`src/rtl/code_step_ctrl.sv`:
```
// Start/stop/load sequencer for the 4-bit BCD / mod-15 code register feeding the code converter.
// Optional build macro CODE_STEP_DOWN_EN adds a `dir` input for downward stepping.
module code_step_ctrl #(
  parameter int DIV = 4
) (
  input  logic       clk,
  input  logic       rst_n,
  input  logic       mode,
  input  logic       start,
  input  logic       stop,
  input  logic       load,
  input  logic [3:0] load_val,
`ifdef CODE_STEP_DOWN_EN
  input  logic       dir,
`endif
  output logic [3:0] code,
  output logic       valid,
  output logic       busy,
  output logic       wrap,
  output logic       fault,
  output logic [1:0] state_dbg
);

  typedef enum logic [1:0] {
    IDLE  = 2'd0,
    RUN   = 2'd1,
    FAULT = 2'd2
  } state_t;

  localparam logic [7:0] PCNT_LAST = 8'(DIV - 1);

  state_t     state;
  logic [7:0] pcnt;
  logic       down;
  logic [3:0] step_code;
  logic       step_wrap;
  logic       load_legal;

`ifdef CODE_STEP_DOWN_EN
  assign down = dir;
`else
  assign down = 1'b0;
`endif

  function automatic logic is_legal(input logic [3:0] c, input logic m);
    return m ? (c != 4'd15) : (c <= 4'd9);
  endfunction

  assign valid      = is_legal(code, mode);
  assign load_legal = is_legal(load_val, mode);
  assign busy       = (state == RUN);
  assign fault      = (state == FAULT);
  assign state_dbg  = state;

  // Next code under the current mode; only used while code is legal, so the top is 9 or 14.
  always_comb begin
    step_code = code + 4'd1;
    step_wrap = 1'b0;
    if (down) begin
      if (code == 4'd0) begin
        step_code = mode ? 4'd14 : 4'd9;
        step_wrap = 1'b1;
      end else begin
        step_code = code - 4'd1;
      end
    end else if (code == (mode ? 4'd14 : 4'd9)) begin
      step_code = 4'd0;
      step_wrap = 1'b1;
    end
  end

  always_ff @(posedge clk or negedge rst_n) begin
    if (!rst_n) begin
      state <= IDLE;
      code  <= 4'd0;
      pcnt  <= 8'd0;
      wrap  <= 1'b0;
    end else begin
      wrap <= 1'b0;
      if (load) begin
        code <= load_val;
        pcnt <= 8'd0;
        if (!load_legal)        state <= FAULT;
        else if (state == RUN)  state <= RUN;
        else                    state <= IDLE;
      end else begin
        case (state)
          IDLE: begin
            if (start && !stop) begin
              state <= RUN;
              pcnt  <= 8'd0;
            end
          end
          RUN: begin
            if (stop) begin
              state <= IDLE;
              pcnt  <= 8'd0;
            end else if (!valid) begin
              // Mode switched under an out-of-range code: freeze the code and report it.
              state <= FAULT;
              pcnt  <= 8'd0;
            end else if (pcnt == PCNT_LAST) begin
              pcnt <= 8'd0;
              code <= step_code;
              wrap <= step_wrap;
            end else begin
              pcnt <= pcnt + 8'd1;
            end
          end
          FAULT: ;
          default: state <= IDLE;
        endcase
      end
    end
  end

endmodule

```
`config.mk`:
```
export PLATFORM = sky130hd
export DESIGN_NAME = code_step_ctrl
export DESIGN_NICKNAME = d
export VERILOG_FILES = /design/src/rtl/code_step_ctrl.sv
export SDC_FILE = /design/constraint.sdc
export NUM_CORES = 1
export LEC_CHECK = 0
export BUFFER_PORTS_ARGS = -buffer_cell sky130_fd_sc_hd__buf_4
export CORE_ASPECT_RATIO = 1.4
export CORE_MARGIN = 2
export CORE_UTILIZATION = 30
export DETAILED_ROUTE_END_ITERATION = 16
export HOLD_SLACK_MARGIN = 0.15
export MAX_ROUTING_LAYER = met4
export PLACE_DENSITY_LB_ADDON = 0.05
export SETUP_SLACK_MARGIN = 0.1
export SLEW_MARGIN = 40
export SYNTH_ARGS = -nofsm -noshare
export SYNTH_HDL_FRONTEND = slang
export SYNTH_SLANG_ARGS = --single-unit
```
`constraint.sdc`:
```
create_clock -name clk -period 2.55 [get_ports clk]
set_input_delay 0.51 -clock clk [delete_from_list [all_inputs] [get_ports clk]]
set_output_delay 0.51 -clock clk [all_outputs]
set_load 0.02 [all_outputs]
```
==> qor.yml <==
grt:
  grt_overflow: 0
  grt_max_degree: 16
  grt_pass1_vias: 885
  grt_pass1_wl_mm: 3.83
  grt_usage: 0.143
  antenna_found_initial: 0
worst_setup_path:
  crit_fanout: 6
  reg2reg_from: "code[1]"
  r2r_setup_slack_ns: 0.32
  crit_chain: "inv_1 -> ha_1 -> nor4b_1 -> a21oi_1 -> buf_4"
  r2r_cells: 7
  crit_slowest_cell: "nor4b_1"
  cpPeakStageDelay_ns: 0.46
  startpoint_type: "register"
  crit_path_end_kind: "output pin"
  r2r_end: "pcnt[4]"
  required_ns: 2.04
  crit_end: "valid"
  worstPathArrival_ns: 1.76
  crit_path_start: "code[1]"
  path_class: "register to output pin"
cells_and_area:
  syn2layout_area_growth_pct: 26.9
  drive_above_1_share: 0.227
  ff_latch_area_um2: 375
  multi_input_area_um2: 524
  n_antenna_cell: 0
  stdcell_count: 165
  fin_nets: 143
  fillCellCount: 306
routing:
  drc: 0
  drt_iter0_markers: 18
  vias: 845
  wl_met1_um: 927
  wl_met2_mm: 1.12
  highest_layer: "met4"
  wl_met3_um: 76
  wl_per_cell_um: 13.0
  first_pass_iters: 4
  routed_wl_mm: 2.15
  viasPerCell: 5.12
  ant_nets: 0
logic_synthesis:
  yosys_warnings: 0
  syn-num-nets: 118
  ys_seq_area_frac: 0.407
  yosys_register_bits: 15
  synthFlopType: "dfrtp_1"
  synth-edff-count: 0
  synthArstFlopShare: 1.00
  ys_types: 35
  netlist_area_um2: 922
  netlist_instances: 104
  avgSynthCellArea_um2: 8.87
cts:
  cts_buffers: 3
  htreeDepth: 1
  cts_root_buf: "clkbuf_8"
  worstSkewPairLatency_ns: 0.24
  clock_sinks: 15
  cts_resized: 0
  path_clk_slew_ns: 0.06
  cts_tree: "built"
  clockBufferDepth: 2
place:
  dp_hpwl_mm: 1.65
  port_buffers: 19
  place_congestion: 0.729
  placedCellCount: 160
timing:
  max_slew_margin: 0.604
  period_share: 0.891
  grt_setup_unrepaired: "false"
  hold_slack_ns: 0.504
  fin_crit_ns: 2.27
  worst_clock_skew_ns: 0.00175
  hold_viol_final: 0
  worst_slew_pin_slew_ns: 0.592
  fin_setup_tns_ns: 0
  slew_viol_final: 0
  fmax_mhz: 440
  finalSetupViolCount: 0
floorplanning:
  pin_count: 20
  start_util: 0.317
  rows: 23
  core_region_area_um2: 2910
  die_w_um: 50.9
  die_area_um2: 3540
  fp.dieH_um: 69.6
pwr:
  leakagePower_nw: 0.536
  power.density_nw_per_um2: 474
  ir_drop_uv: 249
flow_run:
  cap_violations: 0
status:
  status: "completed"
hold_path:
  min_path_type: "input port to register"
-- final cells by class --
cell class | count | area share
inverters | 5 | 0.0160
flip-flops and latches | 15 | 0.321
clock buffers | 4 | 0.0385
well taps | 37 | 0.0396
multi-input cells | 83 | 0.448
repair buffers | 21 | 0.137
-- how the worst min path moves through the flow --
stage,start,end,slack (ns),depth (start not counted)
2_1_floorplan,rst_n,code[0],0.21,0
3_3_place_gp,rst_n,code[1],0.39,1
3_5_place_dp,rst_n,code[1],0.39,1
4_1_cts,load_val[0],code[0],0.50,3
5_1_grt,load_val[1],code[1],0.52,3
6_report,load_val[0],code[0],0.50,3
-- worst max-delay path, delay by kind of cell (launching register included) --
family                   cells  cell delay (ns)
adder cells (fa/ha/maj)      1             0.19
flip-flops                   1             0.44
buffers and inverters        2             0.29
AO/OA/AOI/OAI                1             0.14
AND/OR/NAND/NOR              1             0.46
-- kinds of logic after synthesis --
family | synth area share
muxes | 0.0353
buffers and inverters | 0.0244
adders and majority gates | 0.0543
and+or+nand+nor | 0.304
AOI/OAI and AO/OA | 0.175
DFF | 0.407
-- synth_stat cells, types with 2 or more instances --
master	number	area [um^2]
and3_1	2	12.5
a31oi_1	2	12.5
nor4b_1	2	17.5
ha_1	4	50.1
inv_1	5	18.8
o21ai_0	12	60.1
nand3_1	7	35.0
a21oi_1	5	25.0
mux2_2	2	22.5
nor3_1	4	20.0
nor2_1	8	30.0
dfrtp_1	15	375
nand2_1	11	41.3
nand2b_1	2	12.5
a22o_1	2	17.5
or3_1	2	12.5
-- layout by cell type (no fill, tap or decap), types with 2 or more instances in the layout --
cell	netlist	layout
nor3_1	4	4
inv_1	5	5
a21oi_1	5	5
nand2b_1	2	2
buf_4	0	20
a22o_1	2	2
dfrtp_1	15	15
nor2_1	8	8
clkbuf_8	0	3
nor4b_1	2	2
nand2_1	11	11
mux2_2	2	2
or3_1	2	2
a31oi_1	2	2
o21ai_0	12	12
nand3_1	7	7
and3_1	2	2
ha_1	4	4
-- where the power goes --
part           total [mW]  switching, mW  internal, mW  leakage [nW]
Clock               0.187         0.0764         0.110        0.0228
Sequential          0.262         0.0145         0.247         0.199
Combinational       0.106         0.0585        0.0472         0.314
Total               0.554          0.149         0.405         0.536
-- state kept, by name (all words and copies together), names as in the netlist --
name       flops
state_dbg      2
code           4
pcnt           8
wrap           1
-- metal layers --
layer	GRT usage	vias to the layer above
li1	-	432
met1	0.158	397
met2	0.249	14
met3	0.0302	2
met4	0.0480	0
met5	-	-
-- stage by stage --
stage,power [mW],area [um^2],setup slack [ns],utilization
finish,0.554,1170,0.277,0.402
CTS,0.567,1170,0.255,0.402
detailed placement,0.372,1110,0.326,0.384
floorplan,0.319,922,0.274,-
global route,0.586,1170,0.151,0.402
global placement,0.372,1110,0.295,0.384
-- what timing repair did --
item	CTS	global route
endpoints found under the hold margin	15	0
setup buffers	0	0
hold buffers	1	0
Power figures use the tool's default switching activity.
